**src/rtl/adc_multi_capture_if.sv**
```systemverilog
// -----------------------------------------------------------------------------
// adc_multi_capture_if
// AXI4-Stream style sample bus carrying one converted ADC channel per beat.
//   tdata  : signed two's-complement sample, OUT_WIDTH bits
//   tvalid : beat valid (master -> slave)
//   tready : slave can accept (slave -> master)
//   tlast  : last channel of the frame
//   tuser  : channel index of the current beat
// -----------------------------------------------------------------------------
interface adc_multi_capture_if #(
  parameter int OUT_WIDTH = 16
) ();
  logic [OUT_WIDTH-1:0] tdata;
  logic                 tvalid;
  logic                 tready;
  logic                 tlast;
  logic [2:0]           tuser;

  modport master (output tdata, output tvalid, output tlast, output tuser, input  tready);
  modport slave  (input  tdata, input  tvalid, input  tlast, input  tuser, output tready);
endinterface

```
**src/rtl/adc_multi_capture.sv**
```systemverilog
// -----------------------------------------------------------------------------
// adc_multi_capture
// Captures NUM_CH parallel ADC samples on (decimated) rising edges of an
// asynchronous sample clock, removes an optional offset and streams the frame
// out one channel per beat.
//   clk, rst_n    : system clock, synchronous active-low reset
//   clk_sample    : ADC sample clock, asynchronous to clk
//   data_in       : raw unsigned samples, channel k at [k*W +: W]
//   cfg_enable    : allow new captures
//   cfg_offset_en : subtract cfg_offset when set
//   cfg_offset    : unsigned offset
//   cfg_decim     : capture one frame every cfg_decim+1 sample events
//   m_axis        : output sample stream (master side)
//   eoc           : one-cycle pulse with the first beat of each frame
//   overflow      : sticky frame-dropped flag, cleared by clr_overflow
//   drop_count    : saturating dropped-frame counter, cleared by clr_overflow
// -----------------------------------------------------------------------------
module adc_multi_capture #(
  parameter int NUM_CH         = 4,
  parameter int ADC_DATA_WIDTH = 12,
  parameter int OUT_WIDTH      = 16
) (
  input  logic                             clk,
  input  logic                             rst_n,
  input  logic                             clk_sample,
  input  logic [NUM_CH*ADC_DATA_WIDTH-1:0] data_in,
  input  logic                             cfg_enable,
  input  logic                             cfg_offset_en,
  input  logic [ADC_DATA_WIDTH-1:0]        cfg_offset,
  input  logic [7:0]                       cfg_decim,
  adc_multi_capture_if.master              m_axis,
  output logic                             eoc,
  output logic                             overflow,
  input  logic                             clr_overflow,
  output logic [15:0]                      drop_count
);

  typedef enum logic {S_IDLE, S_EMIT} state_t;

  // Zero-extended difference in ADC_DATA_WIDTH+1 bits is always representable,
  // so only sign extension to the output width is needed.
  function automatic logic signed [OUT_WIDTH-1:0] sub_offset(
    input logic [ADC_DATA_WIDTH-1:0] raw,
    input logic [ADC_DATA_WIDTH-1:0] off
  );
    logic signed [ADC_DATA_WIDTH:0] diff;
    logic signed [OUT_WIDTH-1:0]    ext;
    diff = $signed({1'b0, raw}) - $signed({1'b0, off});
    ext  = diff;
    return ext;
  endfunction

  state_t                           r_state;
  logic                             r_sync1, r_sync2, r_sync3;
  logic [7:0]                       r_decim_cnt;
  logic [NUM_CH*ADC_DATA_WIDTH-1:0] r_frame;
  logic signed [OUT_WIDTH-1:0]      r_tdata;
  logic                             r_tvalid;
  logic                             r_tlast;
  logic [2:0]                       r_tuser;
  logic                             r_eoc;
  logic                             r_overflow;
  logic [15:0]                      r_drop_cnt;

  logic [ADC_DATA_WIDTH-1:0] w_off;
  logic                      w_sample_evt;
  logic                      w_eligible;
  logic                      w_hs;
  logic                      w_last_hs;
  logic                      w_cap;
  logic                      w_drop;
  logic [2:0]                w_next_ch;
  logic [ADC_DATA_WIDTH-1:0] w_next_raw;

  assign w_off        = cfg_offset_en ? cfg_offset : '0;
  assign w_sample_evt = r_sync2 & ~r_sync3;
  assign w_eligible   = w_sample_evt && (r_decim_cnt == 8'd0) && cfg_enable;
  assign w_hs         = r_tvalid && m_axis.tready;
  assign w_last_hs    = w_hs && r_tlast;
  // A capture landing on the final handshake starts the next frame seamlessly.
  assign w_cap        = w_eligible && ((r_state == S_IDLE) || w_last_hs);
  assign w_drop       = w_eligible && (r_state == S_EMIT) && !w_last_hs;
  assign w_next_ch    = r_tuser + 3'd1;
  assign w_next_raw   = r_frame[w_next_ch*ADC_DATA_WIDTH +: ADC_DATA_WIDTH];

  always_ff @(posedge clk) begin
    if (!rst_n) begin
      r_state     <= S_IDLE;
      r_sync1     <= 1'b0;
      r_sync2     <= 1'b0;
      r_sync3     <= 1'b0;
      r_decim_cnt <= 8'd0;
      r_frame     <= '0;
      r_tdata     <= '0;
      r_tvalid    <= 1'b0;
      r_tlast     <= 1'b0;
      r_tuser     <= 3'd0;
      r_eoc       <= 1'b0;
      r_overflow  <= 1'b0;
      r_drop_cnt  <= 16'd0;
    end else begin
      r_sync1 <= clk_sample;
      r_sync2 <= r_sync1;
      r_sync3 <= r_sync2;
      r_eoc   <= 1'b0;

      // Decimation runs on every sample event, independent of cfg_enable.
      if (w_sample_evt) begin
        if (r_decim_cnt >= cfg_decim) r_decim_cnt <= 8'd0;
        else                          r_decim_cnt <= r_decim_cnt + 8'd1;
      end

      if (w_cap) begin
        r_state  <= S_EMIT;
        r_frame  <= data_in;
        r_tvalid <= 1'b1;
        r_tuser  <= 3'd0;
        r_tdata  <= sub_offset(data_in[ADC_DATA_WIDTH-1:0], w_off);
        r_tlast  <= (NUM_CH == 1);
        r_eoc    <= 1'b1;
      end else if ((r_state == S_EMIT) && w_hs) begin
        if (r_tlast) begin
          r_state  <= S_IDLE;
          r_tvalid <= 1'b0;
          r_tlast  <= 1'b0;
        end else begin
          r_tuser <= w_next_ch;
          r_tdata <= sub_offset(w_next_raw, w_off);
          r_tlast <= (w_next_ch == 3'(NUM_CH - 1));
        end
      end

      // A drop coinciding with a clear leaves exactly that one drop recorded.
      if (clr_overflow) begin
        r_overflow <= w_drop;
        r_drop_cnt <= w_drop ? 16'd1 : 16'd0;
      end else if (w_drop) begin
        r_overflow <= 1'b1;
        if (r_drop_cnt != 16'hFFFF) r_drop_cnt <= r_drop_cnt + 16'd1;
      end
    end
  end

  assign m_axis.tdata  = r_tdata;
  assign m_axis.tvalid = r_tvalid;
  assign m_axis.tlast  = r_tlast;
  assign m_axis.tuser  = r_tuser;
  assign eoc           = r_eoc;
  assign overflow      = r_overflow;
  assign drop_count    = r_drop_cnt;

endmodule

```
**src/flat_wrapper.sv**
```systemverilog
// flat-port wrapper written by rule: the top's interface ports become plain ports
module adc_multi_capture_flat 
#(
  parameter int NUM_CH         = 4,
  parameter int ADC_DATA_WIDTH = 12,
  parameter int OUT_WIDTH      = 16
)
  (clk, rst_n, clk_sample, data_in, cfg_enable, cfg_offset_en, cfg_offset, cfg_decim, eoc, overflow, clr_overflow, drop_count, m_axis_tdata, m_axis_tvalid, m_axis_tlast, m_axis_tuser, m_axis_tready);
  adc_multi_capture_if #(.OUT_WIDTH(OUT_WIDTH)) m_axis_i ();
  input  logic clk;
  input  logic rst_n;
  input  logic clk_sample;
  input  logic [NUM_CH*ADC_DATA_WIDTH-1:0] data_in;
  input  logic cfg_enable;
  input  logic cfg_offset_en;
  input  logic [ADC_DATA_WIDTH-1:0] cfg_offset;
  input  logic [7:0] cfg_decim;
  output logic eoc;
  output logic overflow;
  input  logic clr_overflow;
  output logic [15:0] drop_count;
  output wire logic [$bits(m_axis_i.tdata)-1:0] m_axis_tdata;
  output wire logic [$bits(m_axis_i.tvalid)-1:0] m_axis_tvalid;
  output wire logic [$bits(m_axis_i.tlast)-1:0] m_axis_tlast;
  output wire logic [$bits(m_axis_i.tuser)-1:0] m_axis_tuser;
  input wire logic [$bits(m_axis_i.tready)-1:0] m_axis_tready;
  assign m_axis_tdata = m_axis_i.tdata;
  assign m_axis_tvalid = m_axis_i.tvalid;
  assign m_axis_tlast = m_axis_i.tlast;
  assign m_axis_tuser = m_axis_i.tuser;
  assign m_axis_i.tready = m_axis_tready;
  adc_multi_capture #(.NUM_CH(NUM_CH), .ADC_DATA_WIDTH(ADC_DATA_WIDTH), .OUT_WIDTH(OUT_WIDTH)) u_core (.clk(clk), .rst_n(rst_n), .clk_sample(clk_sample), .data_in(data_in), .cfg_enable(cfg_enable), .cfg_offset_en(cfg_offset_en), .cfg_offset(cfg_offset), .cfg_decim(cfg_decim), .m_axis(m_axis_i), .eoc(eoc), .overflow(overflow), .clr_overflow(clr_overflow), .drop_count(drop_count));
endmodule
```
**config.mk**
```make
export PLATFORM = sky130hd
export DESIGN_NAME = adc_multi_capture_flat
export DESIGN_NICKNAME = d
export VERILOG_FILES = /design/src/rtl/adc_multi_capture_if.sv /design/src/rtl/adc_multi_capture.sv /design/src/flat_wrapper.sv
export SDC_FILE = /design/constraint.sdc
export NUM_CORES = 1
export LEC_CHECK = 0
export ABC_CLOCK_PERIOD_IN_PS = 4550
export BUFFER_PORTS_ARGS = -buffer_cell sky130_fd_sc_hd__buf_2
export CAP_MARGIN = 20
export CORE_MARGIN = 5
export CORE_UTILIZATION = 45
export DETAILED_ROUTE_END_ITERATION = 12
export HOLD_SLACK_MARGIN = 0.12
export PLACE_DENSITY = 0.69
export SLEW_MARGIN = 20
export SYNTH_ARGS = -nofsm -noshare
export SYNTH_HDL_FRONTEND = slang
export SYNTH_SLANG_ARGS = --single-unit
```
**constraint.sdc**
```tcl
create_clock -name clk -period 4.55 [get_ports clk]
set_input_delay 0.91 -clock clk [delete_from_list [all_inputs] [get_ports clk]]
set_output_delay 0.91 -clock clk [all_outputs]
set_load 0.01 [all_outputs]
```
==> results_dict.tcl, run 1 <==
set metrics [dict create \
    crit_top_cell "sky130_fd_sc_hd__ha_1" \
    coreArea_um2 10750 \
    yosysWarningCount 0 \
    synth_area_leaders "sky130_fd_sc_hd__dfxtp_1, sky130_fd_sc_hd__nand2_1, sky130_fd_sc_hd__a21oi_1, sky130_fd_sc_hd__ha_1, sky130_fd_sc_hd__mux4_2" \
    synth_top_family_by_area "simple AND/OR/NAND/NOR gates" \
    place.port_buffers 113 \
    flow.area_growth_from_synthesis_pct 16.31 \
    finalSetupViolations 0 \
    initial_utilization_pct 45.63 \
    timing_max_transition_violations_final 0 \
    drv.max_cap_violation_count 0 \
    floorplan.die_area_um2 13080 \
    layout_min_cycle_time_ns 3.768 \
    fmaxAchievable_mhz 265.4 \
    yosys.area_share.simple_pct 24.37 \
    grt_pass1_vias 4192 \
    crit_path_top_delay_cell "sky130_fd_sc_hd__dfxtp_1" \
    drive_gt1_share_pct 22.80 \
    clock_tree_from_tritoncts "done" \
    ant_nets 0 \
    dp_cells 817 \
    synth.mux.area_fraction_pct 6.124 \
    rsz0062_at_grt "false" \
    grtUsageTotal_pct 19.41 \
    cts_repair_resize_count 0 \
    synth_largest_type_area_fraction_pct 38.79 \
    initial_antenna_violation_count 0 \
    cellLeakagePower_uw 0.002424 \
    placed_cell_area_um2 5517 \
    finalCritPeriodShare_pct 82.81 \
    hold_violations 0 \
    clk-insertion-delay-late_ns 0.37 \
    cts_htree_levels 3 \
    netlist_top_cells_count "sky130_fd_sc_hd__nand2_1, sky130_fd_sc_hd__dfxtp_1, sky130_fd_sc_hd__a21oi_1" \
    clkSinkCount 95 \
    clk_pin_slew_ns 0.09 \
    design.portCount 114 \
    cell_area_after_synthesis_um2 4903 \
    synth_edf_count 0 \
    setup_tns_ns 0 \
    yosys.area_share.adder_pct 6.787 \
    grt_pass1_wl_um 20360 \
    power.total_uw 1592 \
    synth_fp_nets 695 \
    critical_path_class "flip-flop to flip-flop" \
    result_of_the_run "finished, final reports clean" \
    route.detailed.drc 0 \
    cp.arrival_ns 4.06 \
    synth_compound_gate_area_share_pct 16.48 \
    slew_at_the_pin_closest_to_its_max_slew_limit_ns 1.006 \
    clock_path_buffers 2 \
    n_antenna_cell 0 \
    min_from "u_core.r_sync1" \
    post_cts_buffers 0 \
    first_iter_violations 262 \
    cts.root.buffer_cell "sky130_fd_sc_hd__clkbuf_8" \
    route.detailed.vias_per_inst 5.352 \
    dominantRegCellSynth "sky130_fd_sc_hd__dfxtp_1" \
    crit-reg2reg-launch "u_core.r_decim_cnt[0]" \
    finalNetCount 789 \
    clock_skew_ns 0.01019 \
    via_count 4458 \
    synth_cells 594 \
    cts_hold_buffers 0 \
    finalWeightedCongestion 0.8620 \
    critPathCaptureType "flip-flop" \
    synth.lib_cells_used.distinct 62 \
    cellPowerDensity_nw_per_um2 279.1 \
    yosys.area_share.xor_xnor_pct 2.858 \
    yosys.area.top_type "sky130_fd_sc_hd__dfxtp_1" \
    relSlewSlack_pct 32.46 \
    critical_path_peak_fanout 12 \
    die_h_um 114.4 \
    place.detailed.hpwl_um 9623 \
    final_cell_area_um2 5703 \
    timing.critical_path.from_type "flip-flop" \
    drt-pass1-iter-count 5 \
    post_synth.cell_area_avg_um2 8.255 \
    routedWlPerCell_um 15.36 \
    yosysSeqAreaShare_pct 38.79 \
    synth_most_common_cell "sky130_fd_sc_hd__nand2_1" \
    cell_rows 38 \
    share_of_the_core_filled_with_cells_in_the_final_layout_pct 53.07 \
    postSynthRegisterBits 95 \
    routed_wirelength_um 12800 \
    slowest_delay_ns 0.45 \
    cp_data_required_time_ns 4.84 \
    post_layout_nonfiller_instances 833 \
    grt.overflow.total 0 \
    async_reset_ff_share_pct 0 \
    cts_inserted_buffers 9 \
    fp.dieW_um 114.4 \
    startpoint "u_core.r_decim_cnt[0]" \
    hold_class "flip-flop to flip-flop" \
    timing.critical_path.cells "inv_1, ha_1, and4bb_2, nand4_1, and2_1, a21boi_0, ha_1, fa_1, nand2b_1, a21oi_1, o2111ai_1, a2111o_1, o211ai_1" \
    grt_max_degree 66 \
    max-vdd-ir-drop_mv 0.1622 \
]
==> registers in the layout (all words and copies together) (netlist names) <==
| signal | count |
|---|---|
| u_core.r_frame | 48 |
| u_core.drop_count | 16 |
| u_core.m_axis.tdata | 13 |
| u_core.r_decim_cnt | 8 |
| u_core.m_axis.tuser | 3 |
| u_core.eoc | 1 |
| u_core.m_axis.tlast | 1 |
| u_core.overflow | 1 |
| u_core.r_state | 1 |
| u_core.r_sync1 | 1 |
| u_core.r_sync2 | 1 |
| u_core.r_sync3 | 1 |
==> routing by layer <==
metal  wire (µm)  share of wire [%]  up-vias  GRT usage [%]
met2        6150                 48      125          31.98
met5           0                  0        -              0
met1        5751                 45     2060          25.20
met3         630                4.9       20          3.753
met4         266                2.1        0          7.284
li1            -                  -     2253              -
==> metrics by stage <==
stage	setup slack (ns)	hold WS, ns
2_1_floorplan	0.7443	0.4119
3_3_place_gp	0.6033	0.4355
3_5_place_dp	0.5588	0.4371
4_1_cts	0.8025	0.4574
5_1_grt	0.4951	0.4659
6_report	0.7820	0.4496
==> critical path: cells and delay by family, from the launching register on <==
family / cells / cell delay, ns
AOI/OAI and AO/OA: 5 / 1.24
buffers and inverters: 1 / 0.11
adders and majority gates: 3 / 0.88
DFF: 1 / 0.45
and+or+nand+nor: 4 / 1.02
==> cell families (layout without fill, tap and decap cells) <==
kind of cell    Yosys count  after routing
compound gates          131            131
fa+ha+maj                26             26
flops                    95             95
simple gates            259            259
buf+inv                  52            151
mux                      15             15
xor+xnor                 16             16
==> cell usage in the layout (no fill, tap or decap), types with 3 or more instances in the layout <==
master	instances
sky130_fd_sc_hd__and3_1	6
sky130_fd_sc_hd__o21ai_0	16
sky130_fd_sc_hd__nand3_1	25
sky130_fd_sc_hd__buf_2	113
sky130_fd_sc_hd__and4_1	3
sky130_fd_sc_hd__a211oi_1	5
sky130_fd_sc_hd__or3_1	5
sky130_fd_sc_hd__a21oi_1	75
sky130_fd_sc_hd__mux2i_1	3
sky130_fd_sc_hd__inv_1	17
sky130_fd_sc_hd__a2111o_1	5
sky130_fd_sc_hd__nand2_1	154
sky130_fd_sc_hd__xnor2_1	8
sky130_fd_sc_hd__and2_1	10
sky130_fd_sc_hd__buf_4	4
sky130_fd_sc_hd__dfxtp_1	95
sky130_fd_sc_hd__mux4_2	12
sky130_fd_sc_hd__clkbuf_8	10
sky130_fd_sc_hd__nand2b_1	5
sky130_fd_sc_hd__nor2_1	28
sky130_fd_sc_hd__nand4_1	6
sky130_fd_sc_hd__o211ai_1	4
sky130_fd_sc_hd__ha_1	25
sky130_fd_sc_hd__inv_6	4
sky130_fd_sc_hd__xor2_1	8
==> area by class of cell <==
cell class              instances  area [µm²]
well taps                     140       175.2
clock buffers                  10       137.6
fillers                      1069        5042
clock inverters                 6       47.55
inverters                      18       68.82
flip-flops and latches         95        1902
repair buffers                117       595.6
multi-input cells             447        2776
==> power breakdown <==
| part | internal, µW | total [µW] | switching (µW) |
|---|---|---|---|
| clock network | 221 | 534 | 314 |
| registers | 848 | 859 | 10.8 |
| logic | 83.4 | 199 | 115 |
| total | 1150 | 1590 | 439 |
==> path summary, 6_finish.rpt <==
kind | end | slack, ns | cells after the start
setup / recovery | u_core.m_axis.tdata[10] | 0.78 | 13
hold / removal | u_core.r_sync2 | 0.45 | 1
setup reg to reg | u_core.m_axis.tdata[10] | 0.78 | 13
hold reg to reg | u_core.r_sync2 | 0.45 | 1
Power figures use the tool's default switching activity.
==> inputs of run 2 (changes only) <==
ABC_CLOCK_PERIOD_IN_PS = 3700   (was 4550)
clock period = 3.7 ns   (was 4.55 ns; I/O delays follow)
==> results_dict.tcl, run 2 (same netlist as run 1, synthesis figures left out) <==
set metrics [dict create \
    max-vdd-ir-drop_mv 0.1744 \
    routed_wirelength_um 12860 \
    setup_tns_ns 0 \
    initial_antenna_violation_count 0 \
    finalWeightedCongestion 0.8793 \
    cp.arrival_ns 3.74 \
    place.port_buffers 113 \
    layout_commonest_cell "sky130_fd_sc_hd__nand2_1" \
    dp_cells 822 \
    flow.area_growth_from_synthesis_pct 17.99 \
    finalSetupViolations 0 \
    drive_gt1_share_pct 23.50 \
    clock_tree_from_tritoncts "done" \
    finalCritPeriodShare_pct 93.19 \
    timing.critical_path.cells "inv_1, ha_1, and4bb_2, and4_1, buf_12, nand2_1, nand2_1, ha_1, a2111oi_0, a21oi_1, a2111o_1, o211ai_1" \
    place.detailed.hpwl_um 9774 \
    share_of_the_core_filled_with_cells_in_the_final_layout_pct 53.84 \
    timing.critical_path.from_type "flip-flop" \
    reg_with_most_ffs "u_core.r_frame" \
    route.detailed.vias_per_inst 5.422 \
    grt.overflow.total 0 \
    slew_at_the_pin_closest_to_its_max_slew_limit_ns 1.041 \
    cp_data_required_time_ns 4.00 \
    relSlewSlack_pct 30.16 \
    ant_nets 0 \
    floorplan.die_area_um2 13080 \
    initial_utilization_pct 45.63 \
    clk-insertion-delay-late_ns 0.37 \
    clkSinkCount 95 \
    n_antenna_cell 0 \
    cellLeakagePower_uw 0.002462 \
    die_h_um 114.4 \
    finalNetCount 794 \
    crit_path_top_delay_cell "sky130_fd_sc_hd__a2111oi_0" \
    design.portCount 114 \
    coreArea_um2 10750 \
    drv.max_cap_violation_count 0 \
    critPathCaptureType "flip-flop" \
    clk_pin_slew_ns 0.10 \
    top_library_cells_by_usage_in_the_layout_fill_and_taps_aside "sky130_fd_sc_hd__nand2_1, sky130_fd_sc_hd__buf_2, sky130_fd_sc_hd__dfxtp_1, sky130_fd_sc_hd__a21oi_1, sky130_fd_sc_hd__nor2_1" \
    cell_rows 38 \
    crit_family "compound AO/OA/AOI/OAI gates" \
    grt_max_degree 51 \
    clock_skew_ns 0.01197 \
    layout_min_cycle_time_ns 3.448 \
    via_count 4544 \
    hold_violations 0 \
    multi_input_comb_area_um2 2780 \
    slowest_delay_ns 0.61 \
    worstPathBufferInverterCount 2 \
    cts_inserted_buffers 9 \
    regArea_um2 1902 \
    fp.dieW_um 114.4 \
    critical_path_peak_fanout 46 \
    grtUsageTotal_pct 19.62 \
    grt_pass1_vias 4317 \
    result_of_the_run "finished, final reports clean" \
    final.fill_count 1048 \
    power.total_uw 2036 \
    post_layout_nonfiller_instances 838 \
    grt_pass1_wl_um 20440 \
    route.detailed.drc 0 \
    rsz0062_at_grt "false" \
    fmaxAchievable_mhz 290.0 \
    clock_path_buffers 2 \
    timing_max_transition_violations_final 0 \
    routedWlPerCell_um 15.34 \
    cellPowerDensity_nw_per_um2 352.0 \
    critical_path_class "flip-flop to flip-flop" \
    hold_slack_final_ns 0.4547 \
    drt-pass1-iter-count 5 \
    cts_htree_levels 3 \
    cts.root.buffer_cell "sky130_fd_sc_hd__clkbuf_8" \
    first_iter_violations 256 \
    largest_reg_flops 48 \
    hold_class "flip-flop to flip-flop" \
]
run 2: worst paths after layout:
kind / startpoint / endpoint / slack, ns / depth (start not counted)
setup / recovery: u_core.r_decim_cnt[0] / u_core.m_axis.tdata[11] / 0.25 / 12
hold / removal: u_core.r_frame[32] / u_core.r_frame[32] / 0.45 / 2
setup reg to reg: u_core.r_decim_cnt[0] / u_core.m_axis.tdata[11] / 0.25 / 12
hold reg to reg: u_core.r_frame[32] / u_core.r_frame[32] / 0.45 / 2
run 2: timing repair:
item	CTS	global route
resized for setup	0	1
hold buffers	0	0
endpoints found under the setup margin	0	1
setup buffers	0	0
endpoints found under the hold margin	0	0
run 2: cell type report:
class | instances | share of cell area [%]
well taps | 140 | 3.028
flip-flops and latches | 95 | 32.87
repair buffers | 122 | 11.16
inverters | 18 | 1.168
multi-input cells | 447 | 48.05
clock buffers | 10 | 2.379
clock inverters | 6 | 1.341
run 2: where the power goes:
group          total [µW]  internal (µW)  switching, µW
Sequential           1060           1040           13.3
Combinational         252            107            145
Clock                 728            343            385
Total                2040           1490            544
run 2: worst min-delay path: cells and delay by family, from the launching register on:
family | cells | cell delay [ns]
compound gates | 1 | 0.05
simple gates | 1 | 0.05
flops | 1 | 0.32
run 2: through the flow:
stage	worst slack, ns	area, µm²
global placement	0.1536	5567
detailed placement	0.05157	5567
global route	0.05110	5786
finish	0.2518	5786
CTS	0.2201	5782
floorplan	0.04350	4905
run 2: metal layers:
metal / GRT usage, % / vias up / wire (µm)
li1: - / 2267 / -
met1: 25.06 / 2124 / 5787
met2: 32.44 / 127 / 6103
met3: 2.748 / 26 / 596
met4: 9.660 / 0 / 372
met5: 0 / - / 0
==> inputs of run 3 (changes only) <==
ABC_CLOCK_PERIOD_IN_PS = 2830   (was 3700)
CELL_PAD_IN_SITES_DETAIL_PLACEMENT = 1   (was not set)
CELL_PAD_IN_SITES_GLOBAL_PLACEMENT = 1   (was not set)
CORE_UTILIZATION = 36   (was 45)
PLACE_DENSITY = not set   (was 0.69)
PLACE_DENSITY_LB_ADDON = 0.1   (was not set)
clock period = 2.83 ns   (was 3.7 ns; I/O delays follow)
==> results_dict.tcl, run 3 (same netlist as run 1, synthesis figures left out) <==
set metrics [dict create \
    result_of_the_run "finished, violations left" \
    violations "negative setup slack" \
    crit_family "compound AO/OA/AOI/OAI gates" \
    cellInternalPower_uw 2472 \
    route.detailed.drc 0 \
    regArea_um2 1911 \
    cellLeakagePower_uw 0.002921 \
    relSlewSlack_pct 54.85 \
    power.share.switching_pct 24.98 \
    finalNetCount 863 \
    critPathCaptureType "flip-flop" \
    drive_gt1_share_pct 36.77 \
    crit_path_top_delay_cell "sky130_fd_sc_hd__fa_2" \
    setup_slack_ns -0.01309 \
    grt_busiest_layer "met2" \
    routed_wirelength_um 16270 \
    clock_skew_ns 0.008002 \
    globalRouteMet2Util_pct 35.90 \
    hold_slack_final_ns 0.4211 \
    design.portCount 114 \
    combinationalPowerShare_pct 14.4 \
    finalWeightedCongestion 0.8494 \
    critical_path_peak_fanout 8 \
    timing.critical_path.from_type "flip-flop" \
    initial_utilization_pct 36.88 \
    clock_path_buffers 2 \
    slew_at_the_pin_closest_to_its_max_slew_limit_ns 0.6716 \
    timing_max_transition_violations_final 0 \
    routedWlPerCell_um 17.25 \
    place.detailed.hpwl_um 12190 \
    initial_antenna_violation_count 0 \
    globalRouteMet3Util_pct 3.237 \
    floorplan.die_area_um2 16050 \
    flow.area_growth_from_synthesis_pct 38.56 \
    cp_data_required_time_ns 3.11 \
    layout_commonest_cell "sky130_fd_sc_hd__nand2_1" \
    fp.dieW_um 126.7 \
    route.detailed.vias_per_inst 5.190 \
    final.fill_count 1629 \
    drt-pass1-iter-count 6 \
    clk-insertion-delay-late_ns 0.35 \
    cellPowerDensity_nw_per_um2 485.0 \
    rsz0062_at_grt "true" \
    path_depth 13 \
    cp.arrival_ns 3.12 \
    cts_htree_levels 3 \
    n_antenna_cell 0 \
    grt.overflow.total 0 \
    first_iter_violations 171 \
    worstPathBufferInverterCount 1 \
    switching_power_uw 823.3 \
    clock_tree_from_tritoncts "done" \
    setup_tns_ns -0.01474 \
    reg_with_most_ffs "u_core.r_frame" \
    grtUsageTotal_pct 19.99 \
    grtUsageMet1_pct 24.36 \
    largest_reg_flops 48 \
    top_library_cells_by_usage_in_the_layout_fill_and_taps_aside "sky130_fd_sc_hd__nand2_1, sky130_fd_sc_hd__buf_2, sky130_fd_sc_hd__dfxtp_1, sky130_fd_sc_hd__buf_4, sky130_fd_sc_hd__a21oi_1" \
    die_h_um 126.7 \
    timing.hold.worst_path_depth 2 \
    cts_inserted_buffers 9 \
    cell_rows 42 \
    slowest_delay_ns 0.38 \
    fmaxAchievable_mhz 351.7 \
    hold_violations 0 \
    finalSetupViolations 2 \
    place.port_buffers 113 \
    coreArea_um2 13300 \
    hold_class "primary input to flip-flop" \
    layout_min_cycle_time_ns 2.843 \
    power.total_uw 3295 \
    max-vdd-ir-drop_mv 0.3277 \
    timing.critical_path.cells "inv_2, ha_1, and4bb_2, nand4_1, and2_4, a21boi_1, ha_2, fa_2, nand2b_4, a21oi_4, o2111ai_2, a2111o_1, o211ai_1" \
    ant_nets 0 \
    power.share.clock_pct 43.7 \
    clkSinkCount 95 \
    grt_pass1_wl_um 25830 \
    cts.root.buffer_cell "sky130_fd_sc_hd__clkbuf_16" \
    r2r.worst_path.cells 13 \
    finalCritPeriodShare_pct 100.5 \
    power.share.sequential_pct 41.9 \
    via_count 4894 \
    grt_max_degree 51 \
    drv.max_cap_violation_count 0 \
    multi_input_comb_area_um2 3042 \
    critical_path_class "flip-flop to flip-flop" \
    clk_pin_slew_ns 0.07 \
    grt_pass1_vias 5081 \
]
run 3: changes by cell type in the layout (fill, tap and decap cells not counted), sizes merged:
cell      previous run  this run
buf                122       191
bufinv               1         3
clkbuf              10         9
clkinv               2         1
clkinvlp             1         0
inv                 20        21
run 3: worst paths after layout:
kind	startpoint	end	slack, ns
worst min-delay path	clk_sample	u_core.r_sync1	0.42
worst min register to register	u_core.r_frame[20]	u_core.r_frame[20]	0.45
worst max-delay path	u_core.r_decim_cnt[0]	u_core.m_axis.tdata[10]	-0.01
worst max register to register	u_core.r_decim_cnt[0]	u_core.m_axis.tdata[10]	-0.01
run 3: timing repair:
item                       4_1_cts  5_1_grt
hold buffers                     0        0
pin swaps                        9       17
setup endpoints to repair        7       18
gates cloned                     0        0
buffers inserted                14        6
gates resized for setup         19       25
run 3: per-layer routing:
layer / routed length [µm] / share of wire (%) / vias up
met5: 0 / 0 / -
met4: 308 / 1.9 / 0
met3: 743 / 4.6 / 20
met2: 8360 / 51 / 100
met1: 6853 / 42 / 2373
li1: - / - / 2401
run 3: power groups by stage:
stage / Combinational (µW) / Sequential [µW] / Clock (µW)
2_1_floorplan: 232 / 1410 / 0
3_3_place_gp: 406 / 1410 / 0
3_5_place_dp: 421 / 1410 / 0
4_1_cts: 452 / 1380 / 1480
5_1_grt: 516 / 1380 / 1530
6_report: 474 / 1380 / 1440
run 3: layout make-up:
cell class              instances  area share, %
multi-input cells             447          44.77
flip-flops and latches         95          28.12
repair buffers                191          17.66
clock buffers                   9          3.315
well taps                     176          3.241
clock inverters                 7          1.860
inverters                      18          1.031
run 3: through the flow:
stage / cells / area [µm²] / setup WS, ns / utilization (%)
after CTS: 937 / 6669 / -0.003472 / 50.16
after global routing: 943 / 6794 / -0.1516 / 51.10
after global placement: 907 / 6123 / -0.2005 / 46.06
after detailed placement: 907 / 6123 / -0.2645 / 46.06
after floorplan: 594 / 5064 / -0.1020 / -
final: 943 / 6794 / -0.01309 / 51.10
